### src/rtl/fetch_sequencer_pkg.sv
// Shared configuration for the fetch sequencer: state encodings, reset PC
// and the address-alignment helper.
package fetch_sequencer_pkg;

   typedef enum logic [1:0] {
      ST_REQ  = 2'd0,
      ST_WAIT = 2'd1,
      ST_HOLD = 2'd2
   } fetch_state_e;

   localparam logic [31:0] RESET_PC_DEFAULT = 32'h0040_0000;

   function automatic logic [31:0] align_word(input logic [31:0] addr);
      return {addr[31:2], 2'b00};
   endfunction

endpackage

### src/rtl/fetch_hold_reg.sv
// Output holding register: captures a fetched instruction and holds it
// until decode takes it; a flush drops it regardless of out_ready.
module fetch_hold_reg (
   input  logic        clk,
   input  logic        rst_n,
   input  logic        load,
   input  logic        flush,
   input  logic [31:0] load_instr,
   input  logic [31:0] load_pc_plus4,
   input  logic        out_ready,
   output logic        out_valid,
   output logic [31:0] out_instr,
   output logic [31:0] out_pc_plus4
);

   logic        valid_q, valid_d;
   logic [31:0] instr_q, instr_d;
   logic [31:0] pc_plus4_q, pc_plus4_d;

   always_comb begin
      valid_d    = valid_q;
      instr_d    = instr_q;
      pc_plus4_d = pc_plus4_q;
      if (flush) begin
         valid_d = 1'b0;
      end else if (load) begin
         valid_d    = 1'b1;
         instr_d    = load_instr;
         pc_plus4_d = load_pc_plus4;
      end else if (valid_q && out_ready) begin
         valid_d = 1'b0;
      end
   end

   always_ff @(posedge clk or negedge rst_n) begin
      if (!rst_n) begin
         valid_q    <= 1'b0;
         instr_q    <= 32'h0;
         pc_plus4_q <= 32'h0;
      end else begin
         valid_q    <= valid_d;
         instr_q    <= instr_d;
         pc_plus4_q <= pc_plus4_d;
      end
   end

   assign out_valid    = valid_q;
   assign out_instr    = instr_q;
   assign out_pc_plus4 = pc_plus4_q;

endmodule

### src/rtl/fetch_sequencer.sv
// Instruction fetch sequencer: one outstanding request, redirect has priority.
//
// state   | meaning
// --------+-----------------------------------------------------------
// ST_REQ  | request pc from memory, hold address until accepted
// ST_WAIT | request accepted, waiting for response (discard if stale)
// ST_HOLD | instruction presented to decode until out_ready
module fetch_sequencer
   import fetch_sequencer_pkg::*;
#(
   parameter logic [31:0] RESET_PC = RESET_PC_DEFAULT
) (
   input  logic        clk,
   input  logic        rst_n,
   output logic        imem_req_valid,
   output logic [31:0] imem_req_addr,
   input  logic        imem_req_ready,
   input  logic        imem_rsp_valid,
   input  logic [31:0] imem_rsp_data,
   input  logic        redirect_valid,
   input  logic [31:0] redirect_addr,
   output logic        out_valid,
   input  logic        out_ready,
   output logic [31:0] out_instr,
   output logic [31:0] out_pc_plus4,
   output logic        redirect_misaligned
);

   fetch_state_e state_q, state_d;
   logic [31:0]  pc_q, pc_d;
   logic         discard_q, discard_d;
   logic         misaligned_q, misaligned_d;
   logic         req_en_q;
   logic         hold_load;
   logic         req_fire;
   logic [31:0]  pc_plus4;

   // Keeps the request low between reset release and the first clock edge.
   always_ff @(posedge clk or negedge rst_n) begin
      if (!rst_n) req_en_q <= 1'b0;
      else        req_en_q <= 1'b1;
   end

   assign imem_req_valid = (state_q == ST_REQ) && req_en_q;
   assign imem_req_addr  = pc_q;
   assign req_fire       = imem_req_valid && imem_req_ready;
   assign pc_plus4       = pc_q + 32'd4;

   always_comb begin
      state_d      = state_q;
      pc_d         = pc_q;
      discard_d    = discard_q;
      hold_load    = 1'b0;
      misaligned_d = redirect_valid && (redirect_addr[1:0] != 2'b00);
      case (state_q)
         ST_REQ: begin
            if (redirect_valid) begin
               pc_d = align_word(redirect_addr);
               if (req_fire) begin
                  discard_d = 1'b1;
                  state_d   = ST_WAIT;
               end
            end else if (req_fire) begin
               state_d = ST_WAIT;
            end
         end
         ST_WAIT: begin
            if (redirect_valid) begin
               pc_d = align_word(redirect_addr);
               if (imem_rsp_valid) begin
                  discard_d = 1'b0;
                  state_d   = ST_REQ;
               end else begin
                  discard_d = 1'b1;
               end
            end else if (imem_rsp_valid) begin
               if (discard_q) begin
                  discard_d = 1'b0;
                  state_d   = ST_REQ;
               end else begin
                  hold_load = 1'b1;
                  pc_d      = pc_plus4;
                  state_d   = ST_HOLD;
               end
            end
         end
         ST_HOLD: begin
            if (redirect_valid) begin
               pc_d    = align_word(redirect_addr);
               state_d = ST_REQ;
            end else if (out_valid && out_ready) begin
               state_d = ST_REQ;
            end
         end
         default: state_d = ST_REQ;
      endcase
   end

   always_ff @(posedge clk or negedge rst_n) begin
      if (!rst_n) begin
         state_q      <= ST_REQ;
         pc_q         <= RESET_PC;
         discard_q    <= 1'b0;
         misaligned_q <= 1'b0;
      end else begin
         state_q      <= state_d;
         pc_q         <= pc_d;
         discard_q    <= discard_d;
         misaligned_q <= misaligned_d;
      end
   end

   assign redirect_misaligned = misaligned_q;

   fetch_hold_reg u_hold (
      .clk           (clk),
      .rst_n         (rst_n),
      .load          (hold_load),
      .flush         (redirect_valid),
      .load_instr    (imem_rsp_data),
      .load_pc_plus4 (pc_plus4),
      .out_ready     (out_ready),
      .out_valid     (out_valid),
      .out_instr     (out_instr),
      .out_pc_plus4  (out_pc_plus4)
   );

endmodule

### config.mk
export PLATFORM = sky130hd
export DESIGN_NAME = fetch_sequencer
export DESIGN_NICKNAME = d
export VERILOG_FILES = /design/src/rtl/fetch_sequencer_pkg.sv /design/src/rtl/fetch_hold_reg.sv /design/src/rtl/fetch_sequencer.sv
export SDC_FILE = /design/constraint.sdc
export NUM_CORES = 1
export LEC_CHECK = 0
export ABC_AREA = 0
export CELL_PAD_IN_SITES_DETAIL_PLACEMENT = 1
export CELL_PAD_IN_SITES_GLOBAL_PLACEMENT = 1
export CORE_MARGIN = 2
export CORE_UTILIZATION = 34
export CTS_BUF_LIST = sky130_fd_sc_hd__clkbuf_8
export DETAILED_ROUTE_END_ITERATION = 7
export PLACE_DENSITY_LB_ADDON = 0.1
export SETUP_SLACK_MARGIN = 0.5
export SYNTH_ARGS = -nofsm -noshare
export SYNTH_HDL_FRONTEND = slang
export SYNTH_SLANG_ARGS = --single-unit
### constraint.sdc
create_clock -name clk -period 2.8 [get_ports clk]
set_clock_uncertainty 0.15 [all_clocks]
set_input_delay 0.56 -clock clk [delete_from_list [all_inputs] [get_ports clk]]
set_output_delay 0.56 -clock clk [all_outputs]
set_load 0.02 [all_outputs]
# After elaboration in Yosys (flattened, before gate mapping)

Cells that the tools add are included.
W data, S select, Z words.

Register bits after elaboration: 102
Bits in latches: 0
RAM bits: 0
Memory bits (read-only): 0
Output and inout bits: 99
Word-level logic and storage cells: 59
Memories: 0

$add $sub $neg: 1
Multipliers: 0
Divide/modulo/power cells: 0
Magnitude comparators: 0
Equality and inequality tests: 9
Shift operators: 0
Muxes and demuxes: 26
Bitwise gates (word level): 1
Reduce and logical (&&, ||, !) cells: 14

Operator list:

| cell                    | number |
|---|---|
| $mux W32                | 4 |
| $pmux W32 S2            | 1 |
| $add A32 B3 Y32 const B | 1 |
| $mux W2                 | 7 |
| $mux W1                 | 12 |
| $ne A3 B3 Y1 const B    | 3 |
| $reduce_and A4 Y1       | 2 |
| $ne A2 B2 Y1 const B    | 3 |
| $pmux W2 S3             | 1 |
| $reduce_bool A2 Y1      | 3 |
| $logic_and A1 B1 Y1     | 4 |
| $reduce_and A3 Y1       | 1 |
| $reduce_bool A3 Y1      | 1 |
| $eq A2 B1 Y1 const B    | 1 |
| $eq A2 B2 Y1 const B    | 1 |
| $logic_not A2 Y1        | 1 |
| $ne A2 B1 Y1 const B    | 1 |
| $pmux W1 S2             | 1 |
| $reduce_and A2 Y1       | 1 |
| $reduce_or A2 Y1        | 1 |
| $not A1 Y1              | 1 |

# Longest topological paths before layout

Gate-level depths: netlist (run 1).

Word-level depth: 6
Mapped depth: 8
Mapped depth without buffers: 5

# Hierarchy

From an unflattened synthesis (run 1), not the netlist that was laid out.

Cell total of the unflattened synthesis: 482
Area, all modules: 5,500.3 µm²

By module, submodules not included:

| module          | times used | cells an instance | area each (µm²) | seq. area each (µm²) |
|---|---|---|---|---|
| fetch_sequencer | 1          | 342               | 2,758.9         | 877.1 |
| fetch_hold_reg  | 1          | 140               | 2,741.4         | 1,626.6 |

# Worst setup path before layout (run 1)

No wires, ideal clock.

Kind: register -> register
From: register pc_q[13] (netlist: imem_req_addr[13])
To: register pc_q[28] (netlist: imem_req_addr[28])
Setup time: 0.080 ns
Arrival time: 2.051 ns
Required time: 2.570 ns
Path slack: 0.519 ns
Cell stages (with the launch flop): 7
Buffers on the path: 2
Period minus slack after synthesis: 2.281 ns
Cells stage by stage: dfrtp_1 > clkbuf_1 > nand4_1 > or4_1 > buf_2 > or4_4 > o211ai_2

Word-level cells in the longest chain between the ends: 5

RTL lines:

| element                | line                   | text |
|---|---|---|
| from (decl)            | fetch_sequencer.sv:30  | `logic [31:0] pc_q, pc_d;` |
| from (signal assigned) | fetch_sequencer.sv:107 | `pc_q <= pc_d;` |
| $add A32 B3 Y32        | fetch_sequencer.sv:47  | `assign pc_plus4 = pc_q + 32'd4;` |
| $mux W32               | fetch_sequencer.sv:77  | `if (discard_q) begin` |
| $mux W32               | fetch_sequencer.sv:76  | `end else if (imem_rsp_valid) begin` |
| $mux W32               | fetch_sequencer.sv:68  | `if (redirect_valid) begin` |
| $pmux W32 S2           | fetch_sequencer.sv:55  | `case (state_q)` |

Every way passes these cells. The select of a mux whose other input is x is not followed.
A chain may end at the register's enable or synchronous reset.

# Worst setup path in the final report (run 1)

From: register pc_q[7] (netlist: imem_req_addr[7])
To: register pc_q[30] (netlist: imem_req_addr[30])

Same word-level chain as after synthesis.

==> results of run 1 <==
==> cells in the mapped netlist (all sizes together) (2+ instances only) <==
| master | n | area share (%) |
|---|---|---|
| and4 | 5 | 0.92 |
| a22oi | 4 | 0.63 |
| nor3 | 5 | 0.52 |
| xnor2 | 10 | 1.8 |
| o2bb2ai | 2 | 0.37 |
| o21a | 4 | 0.63 |
| buf | 12 | 1.5 |
| nor2 | 16 | 1.3 |
| xor2 | 2 | 0.37 |
| dfrtp | 97 | 51 |
| o21ai | 24 | 2.5 |
| a31oi | 4 | 0.52 |
| a21oi | 7 | 0.73 |
| o211ai | 31 | 5.1 |
| and3 | 5 | 0.65 |
| nor4 | 4 | 0.52 |
| nand4 | 9 | 1.6 |
| or3 | 2 | 0.26 |
| a2bb2oi | 5 | 0.92 |
| inv | 4 | 0.31 |
| a32oi | 15 | 2.7 |
| nand2 | 154 | 12 |
| clkbuf | 30 | 2.4 |
| nand3 | 36 | 3.8 |
| conb | 2 | 0.16 |
| or4 | 15 | 3.0 |
| o22ai | 3 | 0.39 |
| nor3b | 2 | 0.31 |
| nand3b | 3 | 0.47 |
==> stage by stage <==
stage | area [um2] | setup slack (ns)
3_5_place_dp | 6700 | 0.0530
6_report | 7020 | 0.524
4_1_cts | 6920 | 0.504
3_3_place_gp | 6700 | 0.114
5_1_grt | 7020 | 0.430
2_1_floorplan | 4790 | 0.519
==> worst paths after layout <==
path                                                      end  cells past startpoint  slack [ns]                            start
min in group clk              u_hold.out_instr[9]$_DFFE_PN0P_                      2        0.33  u_hold.out_instr[9]$_DFFE_PN0P_
max reg2reg                     imem_req_addr[30]$_DFFE_PN0P_                      5        0.52     imem_req_addr[7]$_DFFE_PN0P_
max in group asynchronous     u_hold.out_instr[2]$_DFFE_PN0P_                      2        1.81                            rst_n
max                             imem_req_addr[30]$_DFFE_PN0P_                      5        0.52     imem_req_addr[7]$_DFFE_PN0P_
min                        u_hold.out_pc_plus4[6]$_DFFE_PN0P_                      1       0.006                            rst_n
min reg2reg                   u_hold.out_instr[9]$_DFFE_PN0P_                      2        0.33  u_hold.out_instr[9]$_DFFE_PN0P_
==> timing repair <==
item                       in CTS  in global routing
buffers inserted                0                  7
setup endpoints to repair      31                 31
gates cloned                    1                  1
resized for setup              10                 16
pin swaps                       0                  3
hold endpoints to repair        0                  0
==> logic make-up after synthesis <==
group / count (synthesis) / share of synthesized area (%)
buffers and inverters: 46 / 4.16
other: 2 / 0.157
xor gates and xnor gates: 12 / 2.20
muxes: 2 / 0.445
AOI/OAI and AO/OA: 104 / 15.5
and+or+nand+nor: 260 / 26.0
adders and majority gates: 1 / 0.262
DFF: 98 / 51.3
==> sequential cells by signal, indices dropped and copies added, names as in the netlist <==
| register | count |
|---|---|
| u_hold.out_instr | 32 |
| discard_q | 1 |
| state_q | 2 |
| u_hold.out_valid | 1 |
| u_hold.out_pc_plus4 | 30 |
| redirect_misaligned | 1 |
| req_en_q | 1 |
| imem_req_addr | 30 |
==> power breakdown <==
part           total (mW)  internal (mW)  leakage (nW)  switching, mW
logic                2.69           1.30          1.72           1.39
clock network       0.865          0.362         0.101          0.503
registers            2.34           1.94          1.20          0.402
total                5.90           3.60          3.01           2.30
==> final cells by class <==
class                      count  area (um2)  area share (%)
clock buffer                  11         151            2.16
sequential                    98        2470            35.2
inverter                       4        15.0           0.214
clock inverter                 5        22.5           0.321
tap                          180         225            3.21
timing repair buffer         196        1950            27.7
multi-input combinational    385        2190            31.2
==> layer usage <==
| layer | global-route usage (%) | vias up | share of wire [%] |
|---|---|---|---|
| met5 | 0 | - | 0.080 |
| met4 | 8.33 | 2 | 1.7 |
| met3 | 6.64 | 18 | 8.1 |
| met2 | 34.9 | 148 | 48 |
| met1 | 28.8 | 2335 | 42 |
| li1 | - | 2205 | - |
==> critical path, cell delays in order (launching register included) <==
cell,delay (ns)
dfrtp_2,0.46
nand4_4,0.20
or4_1,0.56
buf_4,0.22
or4_4,0.51
o211ai_2,0.09
==> metrics.csv, run 1 <==
stage;metric;value;unit
drt;avgViaCountPerCell;5.36;
clock_tree;cts-root-buf;clkbuf_8;
clock_tree;cts_tree;built;
pwr;power;5.90;mW
drt;drt_iter0_markers;264;
grt;grt_pass1_vias;4953;
setup_path;cp.arrival;2.43;ns
floorplanning;io_pins;169;
setup_path;crit_required;2.95;ns
clock_tree;htreeDepth;3;
floorplanning;start_util;34.6;%
sta;finalHoldViolCount;0;
drt;wl_per_cell;18.6;um
floorplanning;core;13800;um2
sta;tightest_slew;0.625;ns
drt;num_vias;4708;
sta;finalSetupTns;0;ns
drt;drc_errors;0;
sta;setup_viol;0;
grt;grt-ovfl-total;0;
logic_synthesis;yosysSeqAreaShare;51.3;%
grt;grt_pass1_wl;25900;um
flow_run;cap_violations;0;
grt;antenna_found_initial;1;
sta;slew_headroom;58.0;%
clock_tree;cts.sinks;98;
clock_tree;path_clk_slew;0.09;ns
drt;totalWireLength;16300;um
floorplanning;die_h;123;um
final_layout;nFillCells;1577;
setup_path;cp-end-kind;register;
floorplanning;dieWidth;123;um
final_layout;area_growth;46.8;%
clock_tree;clk_latency;0.38;ns
final_layout;antennaDiodeCount;0;
place;port_buffers;164;
final_layout;layout_commonest_cell;clkdlybuf4s50_1;
sta;final_max_slew_viol_count;0;
place;dp_hpwl;11200;um
sta;rsz0062_at_grt;true;
logic_synthesis;yosysWarnings;0;
logic_synthesis;synthDistinctLibCells;50;
drt;antenna_left;0;
worst_hold_path;hold_path.class;in2async;
logic_synthesis;syn_area_per_cell;9.11;um2
logic_synthesis;synth_seq_cells;98;
sta;min_period;2.28;ns
place;dp.cells;854;
logic_synthesis;ys.flop_type;dfrtp_1;
setup_path;worst-path-max-fanout;18;
drt;drt-pass1-iter-count;4;
logic_synthesis;synth_cells;525;
pwr;p_per_area;840;nW/um2
floorplanning;dieArea;15000;um2
clock_tree;cts_hold_buf;0;
pwr;power_leakage;3.01;nW
logic_synthesis;async_flop_share;100;%
grt;grt_max_degree;42;
final_layout;drive_gt1_share;11.6;%
final_layout;layout.cells.non_filler;879;
final_layout;fin_nets;765;
sta;period_share;81.3;%
final_layout;final_cell_mix;clkdlybuf4s50_1, nand2_1, dfrtp_1, nand3_1;
sta;holdWs;0.00561;ns
clock_tree;clock_path_buffers;2;
place;gp_congestion;0.767;
grt;grt_usage;22.1;%
floorplanning;placementRows;43;
final_layout;fin_util;50.8;%
logic_synthesis;synth_edf_count;0;
logic_synthesis;syn-cell-area;4780;um2
sta;max_clock_freq;439;MHz
setup_path;critPathKind;reg2reg;
pwr;ir_worst_vdd;461;uV
clock_tree;numCtsBuffers;9;
outcome;outcome;completed;
setup_path;critPathLaunchType;register;
No activity file was read; power rests on OpenSTA's default activity.
==> inputs of run 2 (changes only) <==
clock period = 2.2 ns   (was 2.8 ns; I/O delays follow)
==> metrics.csv, run 2 (synthesis results as in run 1) <==
stage;metric;value;unit;change
outcome;outcome;completed;;
sta;slew_headroom;63.9;%;+5.9 points
drt;antenna_left;0;;unchanged
sta;final_max_slew_viol_count;0;;unchanged
final_layout;antennaDiodeCount;0;;unchanged
drt;num_vias;5704;;+21%
setup_path;critPathKind;reg2reg;;
sta;max_clock_freq;459;MHz;+4.6%
floorplanning;start_util;34.6;%;unchanged
grt;grt-ovfl-total;0;;unchanged
final_layout;fin_util;65.1;%;+14 points
clock_tree;clock_path_buffers;2;;unchanged
flow_run;cap_violations;0;;unchanged
clock_tree;cts-root-buf;clkbuf_8;;
sta;finalSetupTns;0;ns;unchanged
sta;tightest_slew;0.541;ns;-0.0833 ns
setup_path;worst-path-max-fanout;4;;-14
clock_tree;path_clk_slew;0.11;ns;+0.02 ns
sta;setup_viol;0;;unchanged
pwr;ir_worst_vdd;420;uV;-8.9%
final_layout;drive_gt1_share;51.8;%;+40 points
final_layout;fin_nets;879;;+15%
setup_path;timing.critical_path.cells;nand3b_1, buf_6, buf_6, buf_6, nor3_4, buf_12, buf_12, buf_8, buf_6, nand2_1, o211ai_1;;
place;gp_congestion;0.842;;+9.9%
setup_path;critPathLaunchType;register;;
floorplanning;dieWidth;123;um;unchanged
pwr;p_comb_share;49.8;%;+4.1 points
clock_tree;htreeDepth;3;;unchanged
sta;min_period;2.18;ns;-0.0998 ns
floorplanning;die_h;123;um;unchanged
grt;grt_usage;29.8;%;+7.6 points
grt;grt_pass1_wl;33500;um;+30%
final_layout;final_cell_mix;nand2_1, dfrtp_1, buf_4, clkdlybuf4s50_1, buf_6;;
pwr;intPower;4.65;mW;+29%
place;placedInstanceArea;7080;um2;+5.6%
sta;finalHoldViolCount;0;;unchanged
drt;avgViaCountPerCell;5.74;;+7.2%
place;port_buffers;164;;unchanged
pwr;switching_share;44.0;%;+5.0 points
drt;drt-pass1-iter-count;5;;+1
pwr;power;8.31;mW;+41%
clock_tree;numCtsBuffers;9;;unchanged
grt;antenna_found_initial;0;;-1
setup_path;slowest_stage;dfrtp_1;;
drt;totalWireLength;24700;um;+51%
pwr;p_per_area;922;nW/um2;+9.8%
final_layout;area_growth;88.3;%;
pwr;p_clk_share;13.4;%;-1.3 points
drt;wl_per_cell;24.8;um;+34%
clock_tree;cts.sinks;98;;unchanged
sta;period_share;98.9;%;+18 points
clock_tree;clk_latency;0.39;ns;about the same
floorplanning;core;13800;um2;unchanged
setup_path;crit_required;2.34;ns;-0.61 ns
pwr;power_frac_seq;36.8;%;-2.9 points
setup_path;cp.arrival;2.32;ns;-0.11 ns
final_layout;layout_commonest_cell;nand2_1;;
sta;rsz0062_at_grt;true;;
grt;grt_pass1_vias;5847;;+18%
drt;drc_errors;0;;unchanged
final_layout;design_area;9000;um2;+28%
pwr;p_switching;3.66;mW;+59%
clock_tree;cts_tree;built;;
floorplanning;dieArea;15000;um2;unchanged
setup_path;slowest_delay;0.41;ns;-0.15 ns
floorplanning;io_pins;169;;unchanged
setup_path;crit_top_cell;buf_6;;
drt;drt_iter0_markers;299;;+13%
pwr;power_leakage;4.20;nW;+39%
setup_path;cp-end-kind;register;;
worst_hold_path;hold_path.class;reg2reg;;
place;dp_hpwl;12100;um;+7.7%
floorplanning;placementRows;43;;unchanged
grt;grt_max_degree;39;;-7.1%
final_layout;largest_reg_flops;32;;unchanged
## run 2: cell count changes in the layout (fill, tap and decap cells not counted), sizes merged, moves of 2 or more
cell | before | now
clkdlybuf4s50 | 157 | 66
clkbuf | 11 | 58
buf | 32 | 171
or3 | 2 | 4
dlymetal6s2s | 3 | 0
clkdlybuf4s15 | 0 | 17
clkinvlp | 0 | 4
## run 2: timing repair
item | in CTS | in global routing
gates cloned | 17 | 1
endpoints found under the setup margin | 187 | 174
hold endpoints to repair | 34 | 0
setup buffers | 55 | 27
pin swaps | 70 | 48
hold buffers | 1 | 0
gates resized for setup | 400 | 198
## run 2: worst max-delay path: cells and delay by family, from the launching register on
family                 cells  cell delay (ns)
DFF                        1             0.41
buffers and inverters      7             0.85
AOI/OAI and AO/OA          1             0.22
and+or+nand+nor            3             0.46
## run 2: metrics by stage
stage / hold slack (ns) / instances / setup WS [ns]
after global routing: 0.364 / 993 / -0.00969
after global placement: 0.297 / 876 / -0.217
after CTS: 0.324 / 965 / 0.133
final: 0.345 / 993 / 0.0235
after detailed placement: 0.297 / 876 / -0.295
after floorplan: -0.00559 / 528 / 0.0990
## run 2: area by class of cell
type / instances / area, um2
Fill cell: 1506 / 4820
Timing Repair Buffer: 307 / 3170
Multi-Input combinational cell: 388 / 2950
Sequential cell: 98 / 2480
Tap cell: 180 / 225
Clock buffer: 9 / 124
Clock inverter: 7 / 47.5
Inverter: 4 / 15.0
## run 2: power by group through the flow
stage / clock [mW] / sequential (mW) / combinational (mW)
after floorplan: 0 / 3.74 / 0.858
after global placement: 0 / 2.95 / 3.52
after detailed placement: 0 / 2.98 / 3.61
after CTS: 1.12 / 2.96 / 3.81
after global routing: 1.21 / 3.13 / 4.37
final: 1.11 / 3.06 / 4.14
## run 2: path summary, 6_finish.rpt
kind / cells past startpoint / slack (ns) / to / startpoint
setup / recovery: 11 / 0.02 / u_hold.out_pc_plus4[16]$_DFFE_PN0P_ / state_q[1]$_DFFE_PN0P_
hold / removal: 2 / 0.35 / u_hold.out_instr[18]$_DFFE_PN0P_ / u_hold.out_instr[18]$_DFFE_PN0P_
setup reg to reg: 11 / 0.02 / u_hold.out_pc_plus4[16]$_DFFE_PN0P_ / state_q[1]$_DFFE_PN0P_
hold reg to reg: 2 / 0.35 / u_hold.out_instr[18]$_DFFE_PN0P_ / u_hold.out_instr[18]$_DFFE_PN0P_
max in group asynchronous: 3 / 0.80 / imem_req_addr[22]$_DFFE_PN1P_ / rst_n
min in group asynchronous: 2 / 0.42 / u_hold.out_instr[11]$_DFFE_PN0P_ / rst_n
## run 2: metal layers
metal / track usage, % / up-vias / part of all wire (%)
met5: 0 / - / 0
met4: 12.6 / 0 / 3.4
met3: 5.76 / 63 / 6.0
met2: 51.4 / 277 / 53
met1: 36.2 / 2910 / 38
li1: - / 2454 / -
==> inputs of run 3 (changes only) <==
clock period = 2.1 ns   (was 2.2 ns; I/O delays follow)
==> metrics.csv, run 3 (synthesis results as in run 1) <==
stage;metric;value;unit;change
grt;antenna_found_initial;0;;unchanged
pwr;p_clk_share;14.4;%;+1.0 points
grt;grt_pass1_vias;5703;;-2.5%
final_layout;design_area;9070;um2;+0.75%
drt;num_vias;5693;;-0.19%
final_layout;final_cell_mix;buf_6, nand2_1, dfrtp_1, clkdlybuf4s50_1, buf_2;;
sta;finalSetupTns;-0.0222;ns;-0.0222 ns
clock_tree;numCtsBuffers;9;;unchanged
pwr;ir_worst_vdd;498;uV;+19%
grt;grt-ovfl-total;0;;unchanged
grt;grt_usage;28.5;%;-1.3 points
sta;max_clock_freq;474;MHz;+3.2%
clock_tree;cts.sinks;98;;unchanged
final_layout;layout_commonest_cell;buf_6;;
floorplanning;io_pins;169;;unchanged
drt;totalWireLength;24500;um;-0.73%
drt;antenna_left;0;;unchanged
place;port_buffers;164;;unchanged
setup_path;critPathKind;reg2reg;;
setup_path;cp-end-kind;register;;
final_layout;fin_util;65.6;%;+0.49 points
pwr;switching_share;43.5;%;-0.54 points
pwr;power;9.02;mW;+8.6%
sta;layout_setup_ws;-0.00806;ns;-0.0315 ns
sta;period_share;100;%;+1.5 points
drt;drc_errors;0;;unchanged
floorplanning;placementRows;43;;unchanged
sta;final_max_slew_viol_count;0;;unchanged
floorplanning;dieArea;15000;um2;unchanged
pwr;p_switching;3.92;mW;+7.3%
clock_tree;clock_path_buffers;2;;unchanged
final_layout;antennaDiodeCount;0;;unchanged
grt;grt_pass1_wl;32100;um;-4.1%
pwr;p_comb_share;49.9;%;about the same
outcome;violations;setup timing;;
worst_hold_path;hold_path.class;reg2reg;;
drt;drt_iter0_markers;430;;+44%
floorplanning;die_h;123;um;unchanged
pwr;power_leakage;4.23;nW;+0.86%
place;gp_congestion;0.833;;-1.1%
floorplanning;core;13800;um2;unchanged
outcome;outcome;complete, but fails checks;;
final_layout;area_growth;89.7;%;
sta;finalHoldViolCount;0;;unchanged
floorplanning;start_util;34.6;%;unchanged
clock_tree;cts_tree;built;;
final_layout;drive_gt1_share;56.3;%;+4.5 points
place;dp_hpwl;12400;um;+2.8%
clock_tree;htreeDepth;3;;unchanged
pwr;power_frac_seq;35.6;%;-1.2 points
clock_tree;path_clk_slew;0.10;ns;about the same
sta;setup_viol;4;;+4
sta;min_period;2.11;ns;-0.0685 ns
grt;grt_max_degree;37;;-5.1%
setup_path;worst-path-max-fanout;5;;+1
flow_run;cap_violations;0;;unchanged
place;placedInstanceArea;7200;um2;+1.7%
pwr;intPower;5.10;mW;+9.7%
final_layout;largest_reg_flops;32;;unchanged
clock_tree;clk_latency;0.40;ns;about the same
sta;rsz0062_at_grt;true;;
clock_tree;cts-root-buf;clkbuf_8;;
drt;avgViaCountPerCell;5.73;;-0.29%
setup_path;rrSetupSlack;-0.008;ns;-0.03 ns
sta;holdWs;0.335;ns;-0.00995 ns
pwr;p_per_area;995;nW/um2;+7.8%
setup_path;cp.arrival;2.24;ns;-0.08 ns
drt;wl_per_cell;24.6;um;-0.83%
setup_path;critPathLaunchType;register;;
final_layout;fin_nets;881;;+0.23%
floorplanning;dieWidth;123;um;unchanged
drt;drt-pass1-iter-count;5;;unchanged
setup_path;crit_required;2.23;ns;-0.11 ns
run 3: cell types whose count changed in the layout (fill, tap and decap cells not counted), sizes merged, moves of 2 or more:
cell           delta
buf              +67
clkbuf           -45
clkdlybuf4s15    -16
clkinvlp          -4
dlygate4sd2       -2
inv               +2
or4               -2
run 3: layout make-up:
type / instances / area (um2)
inverters: 4 / 15.0
fillers: 1455 / 4750
repair buffers: 311 / 3090
clock buffers: 10 / 138
well taps: 180 / 225
clock inverters: 5 / 50.0
multi-input cells: 386 / 3080
flip-flops and latches: 98 / 2480
run 3: per-layer routing:
metal	track usage [%]	vias up	wire length, um
met5	0	-	0
met4	8.76	0	749
met3	5.58	66	1690
met2	50.9	261	12700
met1	34.5	2915	9380
li1	-	2451	-
run 3: critical path: stages, from the launching register on:
cell	delay, ns
dfrtp_2	0.48
ha_4	0.17
nand3_2	0.07
or4_4	0.46
buf_6	0.16
buf_4	0.15
o211ai_1	0.25
nand3_2	0.10
run 3: final timing paths:
check | to | depth (start not counted) | start
max reg2reg | u_hold.out_pc_plus4[22]$_DFFE_PN0P_ | 7 | imem_req_addr[2]$_DFFE_PN0P_
min | u_hold.out_instr[7]$_DFFE_PN0P_ | 2 | u_hold.out_instr[7]$_DFFE_PN0P_
min reg2reg | u_hold.out_instr[7]$_DFFE_PN0P_ | 2 | u_hold.out_instr[7]$_DFFE_PN0P_
max in group asynchronous | imem_req_addr[6]$_DFFE_PN0P_ | 3 | rst_n
min in group asynchronous | u_hold.out_pc_plus4[13]$_DFFE_PN0P_ | 2 | rst_n
max | u_hold.out_pc_plus4[22]$_DFFE_PN0P_ | 7 | imem_req_addr[2]$_DFFE_PN0P_
run 3: timing repair:
| item | CTS | global route |
|---|---|---|
| setup buffers | 48 | 26 |
| pin swaps | 51 | 65 |
| hold buffers | 1 | 0 |
| setup endpoints to repair | 188 | 127 |
| gates resized for setup | 537 | 189 |
| cloned | 13 | 1 |
| hold endpoints to repair | 27 | 0 |
run 3: power groups by stage:
stage	Combinational, mW	Clock [mW]	Sequential (mW)
6_report	4.51	1.30	3.22
5_1_grt	4.76	1.39	3.27
4_1_cts	3.83	1.27	3.09
3_5_place_dp	3.86	0	3.09
3_3_place_gp	3.77	0	3.05
2_1_floorplan	0.918	0	3.92
run 3: through the flow:
step,std cells,worst slack (ns)
floorplan,528,-0.00101
global placement,890,-0.376
detailed placement,890,-0.443
CTS,967,0.0673
global route,994,-0.0369
finish,994,-0.00806
